File: src/rtl/eth_types_pkg.sv
// Shared Ethernet/IPv4/UDP types and constants for the receive-side parser.
// Also provides the one's-complement add used by the header checksum accumulator.
package eth_types_pkg;

    typedef enum logic [2:0] {
        IDLE,
        ETH_HEADER,
        IP_HEADER,
        IP_OPTIONS,
        UDP_HEADER,
        PAYLOAD,
        PAD,
        DROP
    } udp_rx_state_e;

    localparam logic [15:0] ETHERTYPE_IPV4 = 16'h0800;
    localparam logic [7:0]  IP_PROTO_UDP   = 8'd17;
    localparam logic [7:0]  ETH_HDR_LEN    = 8'd14;
    localparam logic [7:0]  IP_HDR_MIN_LEN = 8'd20;
    localparam logic [7:0]  UDP_HDR_LEN    = 8'd8;

    // 16-bit one's-complement addition with the end-around carry folded back in.
    function automatic logic [15:0] csum_add(input logic [15:0] a, input logic [15:0] b);
        logic [16:0] s;
        s = {1'b0, a} + {1'b0, b};
        return s[15:0] + {15'd0, s[16]};
    endfunction

endpackage

File: src/rtl/ip_csum_acc.sv
// Byte-serial IPv4 header checksum accumulator (big-endian 16-bit words).
// Only built when IP_CSUM_CHECK_EN is defined; the parser has no accumulator otherwise.
`ifdef IP_CSUM_CHECK_EN
module ip_csum_acc
    import eth_types_pkg::*;
(
    input  logic        clk,
    input  logic        rst,
    input  logic        clr,
    input  logic        byte_valid,
    input  logic [7:0]  byte_data,
    output logic [15:0] sum
);

    logic [15:0] acc;
    logic [7:0]  hi_byte;
    logic        odd;

    // sum already includes a word completed by the byte presented this cycle,
    // so the parser can judge the header on its final byte.
    assign sum = (byte_valid && odd) ? csum_add(acc, {hi_byte, byte_data}) : acc;

    always_ff @(posedge clk) begin
        if (rst || clr) begin
            acc     <= '0;
            hi_byte <= '0;
            odd     <= 1'b0;
        end else if (byte_valid) begin
            if (odd) begin
                acc <= sum;
            end else begin
                hi_byte <= byte_data;
            end
            odd <= !odd;
        end
    end

endmodule
`endif

File: src/rtl/udp_rx_parser.sv
// Receive-side Ethernet/IPv4/UDP header parser: filters by MAC, IP and a UDP port range,
// emits the payload tagged with a channel index. Define IP_CSUM_CHECK_EN to enforce the IP header checksum.
module udp_rx_parser
    import eth_types_pkg::*;
#(
    parameter logic [47:0] LOCAL_MAC = 48'h02_00_00_00_00_01,
    parameter logic [31:0] LOCAL_IP  = 32'hC0A8_0164,
    parameter logic [15:0] PORT_BASE = 16'd5000,
    parameter int          NUM_CHAN  = 4,
    parameter int          CNT_W     = 32,
    localparam int         CHAN_W    = $clog2(NUM_CHAN) + 1
) (
    input  logic              clk,
    input  logic              rst,
    input  logic              in_valid,
    input  logic [7:0]        in_data,
    input  logic              in_last,
    input  logic              in_fcs_bad,
    output logic              out_valid,
    output logic [7:0]        out_data,
    output logic              out_last,
    output logic [CHAN_W-1:0] out_chan,
    output logic              stat_valid,
    output logic              stat_good,
    output logic [CNT_W-1:0]  rx_good_cnt,
    output logic [CNT_W-1:0]  rx_drop_cnt
);

    localparam logic [15:0] NUM_CHAN_16 = 16'(NUM_CHAN);

    udp_rx_state_e     state;
    logic [7:0]        cnt;
    logic              mac_uc_ok;
    logic              mac_bc_ok;
    logic [3:0]        ihl;
    logic [7:0]        hi_byte;
    logic [15:0]       udp_len;
    logic [15:0]       remaining;
    logic              chan_ok;
    logic [CHAN_W-1:0] chan_r;

    function automatic logic [7:0] mac_byte(input logic [7:0] idx);
        logic [47:0] sh;
        sh = LOCAL_MAC << {idx, 3'b000};
        return sh[47:40];
    endfunction

    function automatic logic [7:0] ip_byte(input logic [1:0] idx);
        logic [31:0] sh;
        sh = LOCAL_IP << {idx, 3'b000};
        return sh[31:24];
    endfunction

    // Byte 0 is consumed in IDLE, so the Ethernet header index runs one ahead of cnt.
    logic [7:0]  eth_idx;
    logic        mac_uc_next;
    logic        mac_bc_next;
    logic [7:0]  opt_last;
    logic [15:0] dport;
    logic [15:0] port_off;
    logic        accept_now;
    logic        csum_bad;

    assign eth_idx     = cnt + 8'd1;
    assign mac_uc_next = mac_uc_ok && (in_data == mac_byte(eth_idx));
    assign mac_bc_next = mac_bc_ok && (in_data == 8'hFF);
    assign opt_last    = {2'b00, ihl - 4'd5, 2'b00} - 8'd1;
    assign dport       = {hi_byte, in_data};
    assign port_off    = dport - PORT_BASE;
    assign accept_now  = (state == PAD) || (state == PAYLOAD && remaining == 16'd1);

`ifdef IP_CSUM_CHECK_EN
    logic        csum_clr;
    logic        csum_en;
    logic [15:0] csum_sum;

    assign csum_clr = !(state == IP_HEADER || state == IP_OPTIONS);
    assign csum_en  = in_valid && !csum_clr;
    assign csum_bad = (csum_sum != 16'hFFFF);

    ip_csum_acc u_ip_csum (
        .clk       (clk),
        .rst       (rst),
        .clr       (csum_clr),
        .byte_valid(csum_en),
        .byte_data (in_data),
        .sum       (csum_sum)
    );
`else
    assign csum_bad = 1'b0;
`endif

    always_ff @(posedge clk) begin
        if (rst) begin
            state       <= IDLE;
            cnt         <= '0;
            mac_uc_ok   <= 1'b0;
            mac_bc_ok   <= 1'b0;
            ihl         <= '0;
            hi_byte     <= '0;
            udp_len     <= '0;
            remaining   <= '0;
            chan_ok     <= 1'b0;
            chan_r      <= '0;
            out_valid   <= 1'b0;
            out_data    <= '0;
            out_last    <= 1'b0;
            out_chan    <= '0;
            stat_valid  <= 1'b0;
            stat_good   <= 1'b0;
            rx_good_cnt <= '0;
            rx_drop_cnt <= '0;
        end else begin
            out_valid  <= 1'b0;
            out_last   <= 1'b0;
            stat_valid <= 1'b0;
            stat_good  <= 1'b0;

            if (in_valid) begin
                // NOTE: non-blocking assignments take the last write in the block, so a
                // state change below can override this increment with a clear.
                cnt <= cnt + 8'd1;

                case (state)
                    IDLE: begin
                        mac_uc_ok <= (in_data == mac_byte(8'd0));
                        mac_bc_ok <= (in_data == 8'hFF);
                        state     <= ETH_HEADER;
                        cnt       <= '0;
                    end

                    ETH_HEADER: begin
                        if (eth_idx < 8'd6) begin
                            mac_uc_ok <= mac_uc_next;
                            mac_bc_ok <= mac_bc_next;
                            if (eth_idx == 8'd5 && !(mac_uc_next || mac_bc_next)) begin
                                state <= DROP;
                                cnt   <= '0;
                            end
                        end else if (eth_idx == ETH_HDR_LEN - 8'd2) begin
                            if (in_data != ETHERTYPE_IPV4[15:8]) begin
                                state <= DROP;
                                cnt   <= '0;
                            end
                        end else if (eth_idx == ETH_HDR_LEN - 8'd1) begin
                            state <= (in_data == ETHERTYPE_IPV4[7:0]) ? IP_HEADER : DROP;
                            cnt   <= '0;
                        end
                    end

                    IP_HEADER: begin
                        case (cnt)
                            8'd0: begin
                                ihl <= in_data[3:0];
                                if (in_data[7:4] != 4'd4 || in_data[3:0] < 4'd5) begin
                                    state <= DROP;
                                    cnt   <= '0;
                                end
                            end
                            8'd6: begin
                                if (in_data[5] || in_data[4:0] != 5'd0) begin
                                    state <= DROP;
                                    cnt   <= '0;
                                end
                            end
                            8'd7, 8'd9: begin
                                if (in_data != ((cnt == 8'd7) ? 8'd0 : IP_PROTO_UDP)) begin
                                    state <= DROP;
                                    cnt   <= '0;
                                end
                            end
                            8'd16, 8'd17, 8'd18: begin
                                if (in_data != ip_byte(cnt[1:0])) begin
                                    state <= DROP;
                                    cnt   <= '0;
                                end
                            end
                            IP_HDR_MIN_LEN - 8'd1: begin
                                cnt <= '0;
                                if (in_data != ip_byte(cnt[1:0])) begin
                                    state <= DROP;
                                end else if (ihl > 4'd5) begin
                                    state <= IP_OPTIONS;
                                end else begin
                                    state <= csum_bad ? DROP : UDP_HEADER;
                                end
                            end
                            default: ;
                        endcase
                    end

                    IP_OPTIONS: begin
                        if (cnt == opt_last) begin
                            state <= csum_bad ? DROP : UDP_HEADER;
                            cnt   <= '0;
                        end
                    end

                    UDP_HEADER: begin
                        case (cnt)
                            8'd2, 8'd4: hi_byte <= in_data;
                            8'd3: begin
                                chan_ok <= (dport >= PORT_BASE) && (port_off < NUM_CHAN_16);
                                chan_r  <= port_off[CHAN_W-1:0];
                            end
                            8'd5: udp_len <= dport;
                            UDP_HDR_LEN - 8'd1: begin
                                cnt <= '0;
                                if (!chan_ok || udp_len < {8'd0, UDP_HDR_LEN}) begin
                                    state <= DROP;
                                end else if (udp_len == {8'd0, UDP_HDR_LEN}) begin
                                    state <= PAD;
                                end else begin
                                    remaining <= udp_len - {8'd0, UDP_HDR_LEN};
                                    out_chan  <= chan_r;
                                    state     <= PAYLOAD;
                                end
                            end
                            default: ;
                        endcase
                    end

                    PAYLOAD: begin
                        out_valid <= 1'b1;
                        out_data  <= in_data;
                        out_last  <= (remaining == 16'd1) || in_last;
                        remaining <= remaining - 16'd1;
                        if (remaining == 16'd1) begin
                            state <= PAD;
                            cnt   <= '0;
                        end
                    end

                    default: ;
                endcase

                // End of frame wins over any header decision made on the same byte.
                if (in_last) begin
                    state      <= IDLE;
                    cnt        <= '0;
                    stat_valid <= 1'b1;
                    stat_good  <= accept_now && !in_fcs_bad;
                    if (accept_now && !in_fcs_bad) begin
                        rx_good_cnt <= rx_good_cnt + CNT_W'(1);
                    end else begin
                        rx_drop_cnt <= rx_drop_cnt + CNT_W'(1);
                    end
                end
            end
        end
    end

endmodule

File: config.mk
export PLATFORM = sky130hd
export DESIGN_NAME = udp_rx_parser
export DESIGN_NICKNAME = d
export VERILOG_FILES = /design/src/rtl/eth_types_pkg.sv /design/src/rtl/ip_csum_acc.sv /design/src/rtl/udp_rx_parser.sv
export SDC_FILE = /design/constraint.sdc
export NUM_CORES = 1
export LEC_CHECK = 0
export CAP_MARGIN = 10
export CORE_AREA = 2 2 164 166
export CTS_BUF_LIST = sky130_fd_sc_hd__clkbuf_8
export CTS_CLUSTER_SIZE = 10
export DETAILED_ROUTE_END_ITERATION = 12
export DIE_AREA = 0 0 166 168
export SLEW_MARGIN = 10
export SYNTH_ARGS = -nofsm -noshare
export SYNTH_HDL_FRONTEND = slang
export SYNTH_SLANG_ARGS = --single-unit
File: constraint.sdc
create_clock -name clk -period 5.23 [get_ports clk]
set_input_delay 1.3075 -clock clk [delete_from_list [all_inputs] [get_ports clk]]
set_output_delay 1.3075 -clock clk [all_outputs]
set_load 0.02 [all_outputs]
==> metrics.yaml, run 1 <==
status:
  status: "finished clean"
synthesis:
  synth_ff_type: "dfxtp_1"
  yosys.area.top_type: "dfxtp_1"
  yosysMostFrequentCell: "dfxtp_1"
  ys_seq_elements: 140
  syn_area_per_cell_um2: 7.66
  synthTopCellsByCount: "dfxtp_1, nor2_1, nand2_1, a21oi_1, clkbuf_1"
  seq_area_frac_synth: 0.363
  synthArstFlopShare: 0
  synthCells: 1007
  synth_edf_count: 0
  yosys-top-cells-area: "dfxtp_1, nor2_1, nand2_1"
  synth_nets: 1033
  syn_area_um2: 7710
  synth_top_cell_area_share: 0.363
  yosys_warnings: 0
  ys_types: 60
worst_setup_path:
  cp_top_family: "compound AO/OA/AOI/OAI gates"
  critPathSlowestCell: "clkdlybuf4s50_1"
  critPathKind: "input port to register"
  cp_cell_sequence: "clkdlybuf4s50_1 -> nand4_1 -> a2bb2oi_1 -> nor4b_1 -> o31ai_1 -> a221oi_1 -> nor4_1 -> o21ai_0 -> a32o_1"
  end_kind: "register"
  critPathLaunchType: "input port"
  critPathRequiredTime_ns: 5.57
  cp_max_fo: 13
  arrival_ns: 4.33
  crit_buf_inv: 1
  cpPeakStageDelay_ns: 0.68
run:
  cap_violations: 0
routing:
  wl_mm: 21.3
  drc: 0
  vias: 7350
  ant_nets: 0
  drtIter0Drc: 486
  wire_per_inst_um: 15.1
  dr.pass1.iters: 5
  via_per_inst: 5.19
finish:
  synthToLayoutAreaGrowth_pct: 19.8
  drive_gt1_frac: 0.0428
  stdcell_area_um2: 9240
  multi_input_area_um2: 4580
  fin_nets: 1088
  final_core_util: 0.351
  layout.cells.non_filler: 1415
  fill_cells: 2801
  seq_area_um2: 2800
  antenna_cells: 0
cts:
  cts_buffers: 17
  cts_sinks: 140
  clk-insertion-delay-late_ns: 0.45
  cts_buffer_depth: 2
  htree_levels: 4
  holdBufCountCts: 0
  root_buffer: "clkbuf_8"
  cts_tree: "built"
  cts_setup_buffers: 0
  ctsResizeCount: 0
  clk_pin_slew_ns: 0.09
floorplan:
  num_rows: 60
  core-area_um2: 26400
  initial_core_util: 0.293
  die_area_um2: 27900
  fp.dieW_um: 166
  ioPinCount: 92
  die_h_um: 168
timing:
  final-setup-viol-count: 0
  slew_headroom: 0.226
  fmax_mhz: 251
  hold_viol_final: 0
  period_share: 0.763
  setup-tns-final_ns: 0
  setup_slack_ns: 1.24
  whs_ns: 0.463
  slew_violations: 0
  clock_skew_ns: 0.0179
  tightest_slew_ns: 1.16
  min_period_ns: 3.99
  rsz0062_at_grt: "no"
global_routing:
  grt-ovfl-total: 0
  antenna_found_initial: 0
  track_usage: 0.152
  grt_pass1_wl_mm: 35.0
  grt_max_degree: 80
  grt_pass1_vias: 6713
place:
  placed_cell_area_um2: 8860
  dp_slack_ns: 0.872
  dp_cells: 1384
  place_hpwl_mm: 15.3
  portBuffers: 91
  gp_congestion: 0.873
power:
  p_total_mw: 2.05
  p_leak_nw: 3.16
  peakVddDrop_uv: 168
  pwr_density_cell_nw_per_um2: 222
min_path:
  hold_path.class: "register to register"
==> logic make-up (layout without fill, tap and decap cells) <==
kind of cell / after synthesis / in the layout / synth area share
compound gates: 193 / 193 / 0.151
xor+xnor: 69 / 69 / 0.0784
fa+ha+maj: 13 / 13 / 0.0211
buf+inv: 86 / 153 / 0.0422
flops: 140 / 140 / 0.363
mux: 24 / 24 / 0.0311
simple gates: 482 / 482 / 0.313
==> registers in the layout, summed over array words and instances (netlist names) <==
signal,flops
chan_ok,1
out_chan,3
mac_bc_ok,1
state,3
ihl,4
out_valid,1
udp_len,16
cnt,8
rx_good_cnt,32
out_data,8
remaining,16
stat_good,1
chan_r,3
mac_uc_ok,1
rx_drop_cnt,32
stat_valid,1
hi_byte,8
out_last,1
==> layer usage <==
metal,up-vias,global-route usage,share of wire
met2,175,0.248,0.47
li1,3672,-,-
met3,17,0.0280,0.038
met5,-,0,0
met4,0,0.0484,0.017
met1,3486,0.203,0.48
==> cells in the final DEF, fill, tap and decap left out, types with 3 or more instances in the layout <==
master,Yosys,layout
o32ai_1,4,4
or3_1,27,27
o211ai_1,4,4
and2_1,8,8
clkdlybuf4s50_1,0,90
nor2_1,126,126
o22ai_1,7,7
or4_1,4,4
nor3_1,31,31
and4_1,8,8
nor4b_1,5,5
ha_1,13,13
buf_4,0,7
xor2_1,37,37
a31oi_1,6,6
nor3b_1,8,8
a211oi_1,4,4
clkinvlp_4,0,3
o21a_1,5,5
o31ai_1,6,6
nand2_1,118,118
xnor2_1,32,32
inv_1,25,25
dfxtp_1,140,140
o21ai_0,46,46
a21oi_1,85,85
nand4b_1,3,3
nand4_1,29,29
mux2i_1,24,24
clkbuf_8,0,18
and3_1,24,24
nand3_1,46,46
nand3b_1,3,3
nor4_1,13,13
nand2b_1,9,9
nor2b_1,12,12
inv_6,0,5
==> worst register-to-register path, stage by stage, from the launching register on <==
cell and delay, ns:
dfxtp_1 0.67, ha_1 0.46, buf_4 0.30, xor2_1 0.45, nand3_1 0.16, o2111ai_1 0.21, a311oi_1 0.10, nor3b_1 0.19
nor4_1 0.54, o21ai_0 0.30, a32o_1 0.28
==> final cells by class <==
class,instances,area share
timing repair buffer,97,0.103
inverter,25,0.0102
multi-input combinational,781,0.496
tap,341,0.0462
sequential,140,0.303
clock inverter,13,0.0144
clock buffer,18,0.0268
==> final timing paths <==
kind                                                from                        to  slack, ns  depth (start not counted)
worst max-delay path                          in_data[4]     state[0]$_SDFFE_PP0P_       1.24                          9
worst min-delay path            out_data[4]$_SDFFE_PP0P_  out_data[4]$_SDFFE_PP0P_       0.46                          2
worst max register to register       cnt[0]$_SDFFE_PP0P_     state[0]$_SDFFE_PP0P_       1.48                         10
worst min register to register  out_data[4]$_SDFFE_PP0P_  out_data[4]$_SDFFE_PP0P_       0.46                          2
==> where the power goes <==
part,total [mW],switching [mW],internal [mW],leakage (nW)
Combinational,0.106,0.0703,0.0362,1.85
Sequential,1.08,0.00776,1.07,1.13
Clock,0.871,0.471,0.400,0.187
Power figures use the tool's default switching activity.
==> run 2: changes to the inputs <==
clock period = 3.5 ns   (was 5.23 ns; I/O delays follow)
==> run 2 against run 1 <==
Effect of this change: worst setup slack worse by 0.77 ns; critical path type unchanged; final cell count rose by 2.7%; sequential power up 48%; clock power up 55%; global-route usage up 0.75 points; core utilization increased by 1.2 points; sequential share of layout area decreased by 1.0 points; flip-flop and latch count did not move; via count up 2.6%; non-clock buffer count is 37 higher; power up 53%; largest cell class unchanged.
==> metrics.yaml, run 2 (synthesis gave the netlist of run 1 again) <==
status:
  status: "finished clean"
global_routing:
  grt_max_degree: 77
  grt_pass1_vias: 7058
  grt_pass1_wl_mm: 36.7
  grt-ovfl-total: 0
  antenna_found_initial: 0
  track_usage: 0.159
timing:
  min_period_ns: 3.03
  whs_ns: 0.462
  tightest_slew_ns: 0.811
  slew_violations: 0
  rsz0062_at_grt: "no"
  hold_viol_final: 0
  fmax_mhz: 330
  setup_slack_ns: 0.467
  clock_skew_ns: 0.0265
  final-setup-viol-count: 0
  period_share: 0.867
  setup-tns-final_ns: 0
  slew_headroom: 0.459
finish:
  antenna_cells: 0
  fin_nets: 1125
  final_common_cell: "dfxtp_1"
  final_cell_mix: "dfxtp_1, nor2_1, nand2_1"
  synthToLayoutAreaGrowth_pct: 23.9
  drive_gt1_frac: 0.0755
  largestRegisters: "rx_drop_cnt: 32 flops, rx_good_cnt: 32 flops"
worst_setup_path:
  arrival_ns: 3.42
  r2r-end: "state[0]$_SDFFE_PP0P_"
  critPathKind: "input port to register"
  end_kind: "register"
  crit-reg2reg-launch: "ihl[1]$_SDFFE_PP0P_"
  rrSetupSlack_ns: 0.48
  critPathLaunchType: "input port"
  critPathRequiredTime_ns: 3.88
  cp_max_fo: 8
  reg2reg_depth: 11
power:
  peakVddDrop_uv: 182
  pwr_density_cell_nw_per_um2: 329
  p_int_mw: 2.21
  power_frac_comb: 0.060
  seq_power_share: 0.510
  power.net_switching_mw: 0.933
  switching_share: 0.297
  p_clk_frac: 0.430
  p_leak_nw: 3.37
routing:
  wire_per_inst_um: 15.4
  ant_nets: 0
  vias: 7541
  drtIter0Drc: 492
  via_per_inst: 5.19
  dr.pass1.iters: 7
  drc: 0
  wl_mm: 22.3
floorplan:
  fp.dieW_um: 166
  initial_core_util: 0.293
  die_h_um: 168
  core-area_um2: 26400
  num_rows: 60
  die_area_um2: 27900
  ioPinCount: 92
cts:
  cts_buffers: 17
  holdBufCountCts: 0
  root_buffer: "clkbuf_8"
  cts_setup_buffers: 0
  cts_tree: "built"
  htree_levels: 4
  ctsResizeCount: 0
  cts_sinks: 140
  clk-insertion-delay-late_ns: 0.47
  cts_buffer_depth: 2
  clk_pin_slew_ns: 0.10
place:
  place_hpwl_mm: 16.1
  portBuffers: 91
  dp_slack_ns: 0.0813
  gp_congestion: 0.886
min_path:
  hold_depth: 2
  hold_path.class: "register to register"
  min_to: "out_data[5]$_SDFFE_PP0P_"
  min-delay-start: "out_data[5]$_SDFFE_PP0P_"
run:
  cap_violations: 0
run 2: power groups by stage:
stage	sequential, mW	clock (mW)	combinational, mW
2_1_floorplan	1.64	0	0.111
3_3_place_gp	1.64	0	0.187
3_5_place_dp	1.64	0	0.188
4_1_cts	1.60	1.40	0.189
5_1_grt	1.61	1.46	0.205
6_report	1.60	1.35	0.189
run 2: routing by layer:
metal	GRT usage	wire length, µm
met4	0.0537	412
met1	0.215	10700
met2	0.262	10400
met3	0.0221	783
met5	0	0
run 2: final cells by class:
class                   count  area, µm²
clock buffers              17        234
clock inverters            15        171
fillers                  2755      16800
inverters                  25       93.8
multi-input cells         781       4580
flip-flops and latches    140       2800
well taps                 341        427
repair buffers            134       1240
run 2: through the flow:
| stage | cell area [µm²] | util | cells | power, mW |
|---|---|---|---|---|
| floorplan | 7710 | - | 1007 | 1.75 |
| global placement | 9150 | 0.347 | 1421 | 1.83 |
| detailed placement | 9150 | 0.347 | 1421 | 1.83 |
| CTS | 9560 | 0.363 | 1453 | 3.19 |
| global route | 9560 | 0.363 | 1453 | 3.27 |
| finish | 9560 | 0.363 | 1453 | 3.15 |
run 2: critical path, cell delays in order:
cell and delay, ns:
clkdlybuf4s50_1 0.56, nor4_1 0.40, and3_1 0.21, o2111ai_1 0.11, a311oi_1 0.32, nor3b_1 0.35
nor4_1 0.11, o21ai_0 0.16, buf_4 0.15, mux2i_1 0.16
run 2: worst max path at each step:
stage / startpoint / to / cells past startpoint
after global placement: in_data[4] / state[0]$_SDFFE_PP0P_ / 10
final: in_data[4] / state[1]$_SDFFE_PP0P_ / 10
after global routing: in_data[4] / state[1]$_SDFFE_PP0P_ / 10
after floorplan: ihl[0]$_SDFFE_PP0P_ / state[0]$_SDFFE_PP0P_ / 9
after detailed placement: in_data[1] / cnt[5]$_SDFFE_PP0P_ / 10
after CTS: ihl[1]$_SDFFE_PP0P_ / state[0]$_SDFFE_PP0P_ / 11
==> run 3: changes to the inputs <==
PLACE_DENSITY = 0.47   (was not set)
==> run 3 against run 2 <==
Effect of this change: worst setup slack got worse by 0.16 ns; clock-buffer cell count stayed put; die area is the same; worst hold slack improved by 0.0022 ns; clock power up 13%; combinational power about the same; core utilization is 0.29 points higher; register-to-register slack worse by 0.17 ns; first-iteration DRC count is 17% higher; wire length increased by 5.4%; maximum frequency down 5.0%; clock skew shrank 0.00099 ns.
==> metrics.yaml, run 3 (synthesis gave the netlist of run 1 again) <==
routing:
  wire_per_inst_um: 16.2
  via_per_inst: 5.13
  ant_nets: 0
  vias: 7460
  drtIter0Drc: 578
  wl_mm: 23.5
  dr.pass1.iters: 5
  drc: 0
cts:
  holdBufCountCts: 0
  root_buffer: "clkbuf_8"
  clk_pin_slew_ns: 0.09
  cts_buffer_depth: 2
  cts_setup_buffers: 0
  cts_buffers: 17
  htree_levels: 4
  cts_sinks: 140
  clk-insertion-delay-late_ns: 0.46
  cts_tree: "built"
  ctsResizeCount: 0
floorplan:
  die_h_um: 168
  die_area_um2: 27900
  ioPinCount: 92
  fp.dieW_um: 166
  num_rows: 60
  core-area_um2: 26400
  initial_core_util: 0.293
global_routing:
  track_usage: 0.168
  grt_pass1_vias: 6982
  grt-ovfl-total: 0
  grt_max_degree: 97
  antenna_found_initial: 0
  grt_pass1_wl_mm: 38.3
min_path:
  hold_path.class: "register to register"
status:
  status: "finished clean"
finish:
  largestRegisters: "rx_drop_cnt: 32 flops, rx_good_cnt: 32 flops"
  final_cell_mix: "dfxtp_1, nor2_1, nand2_1"
  final_common_cell: "dfxtp_1"
  final_core_util: 0.366
  drive_gt1_frac: 0.0773
  fin_nets: 1126
  synthToLayoutAreaGrowth_pct: 24.9
  antenna_cells: 0
timing:
  slew_violations: 0
  final-setup-viol-count: 0
  hold_viol_final: 0
  tightest_slew_ns: 0.636
  clock_skew_ns: 0.0255
  fmax_mhz: 313
  min_period_ns: 3.19
  setup_slack_ns: 0.307
  slew_headroom: 0.575
  period_share: 0.912
place:
  portBuffers: 91
  gp_congestion: 0.863
  dp_slack_ns: 0.102
  place_hpwl_mm: 16.7
power:
  p_leak_nw: 3.41
  pwr_density_cell_nw_per_um2: 345
  peakVddDrop_uv: 248
worst_setup_path:
  critPathKind: "register to register"
  arrival_ns: 3.57
  end_kind: "register"
  cp_max_fo: 11
  critPathLaunchType: "register"
  critPathRequiredTime_ns: 3.88
run:
  cap_violations: 0
## run 3: cell types whose count changed in the layout (fill, tap and decap cells not counted), sizes merged
cell,delta
bufinv,+3
clkinvlp,-2
buf,+1
inv,-1
## run 3: worst max-delay path: stages, from the launching register on
cell and delay (ns):
dfxtp_1 0.55, ha_1 0.53, xor2_1 0.45, nor3_1 0.09, o21a_1 0.19, a311oi_1 0.33, nor3b_1 0.39, nor4_2 0.09
o21ai_0 0.19, buf_4 0.16, mux2i_1 0.16
## run 3: path summary, 6_finish.rpt
| path | start | end | slack [ns] | depth (start not counted) |
|---|---|---|---|---|
| worst min register to register | out_data[2]$_SDFFE_PP0P_ | out_data[2]$_SDFFE_PP0P_ | 0.46 | 2 |
| worst min-delay path | out_data[2]$_SDFFE_PP0P_ | out_data[2]$_SDFFE_PP0P_ | 0.46 | 2 |
| worst max register to register | cnt[0]$_SDFFE_PP0P_ | state[1]$_SDFFE_PP0P_ | 0.31 | 10 |
| worst max-delay path | cnt[0]$_SDFFE_PP0P_ | state[1]$_SDFFE_PP0P_ | 0.31 | 10 |
## run 3: area by class of cell
cell class | instances | area, µm²
clock buffers | 17 | 234
clock inverters | 15 | 223
fillers | 2766 | 16700
inverters | 25 | 93.8
multi-input cells | 781 | 4590
flip-flops and latches | 140 | 2800
well taps | 341 | 427
repair buffers | 135 | 1260
## run 3: per-stage QoR
step | hold WS (ns) | TNS (ns) | total power [mW] | cells | area [µm²]
2_1_floorplan | 0.445 | 0 | 1.75 | 1007 | 7710
3_3_place_gp | 0.445 | 0 | 1.83 | 1422 | 9170
3_5_place_dp | 0.450 | 0 | 1.83 | 1422 | 9170
4_1_cts | 0.469 | 0 | 3.37 | 1454 | 9630
5_1_grt | 0.488 | -0.0250 | 3.45 | 1454 | 9630
6_report | 0.465 | 0 | 3.32 | 1454 | 9630
## run 3: where the power goes
| group | internal, mW | total (mW) | switching, mW |
|---|---|---|---|
| clock network | 0.746 | 1.53 | 0.780 |
| logic | 0.0726 | 0.189 | 0.116 |
| registers | 1.60 | 1.61 | 0.0107 |
## run 3: layer usage
layer / global-route usage / wire length, µm
met1: 0.243 / 11900
met2: 0.257 / 10400
met3: 0.0263 / 785
met4: 0.0510 / 433
met5: 0 / 0
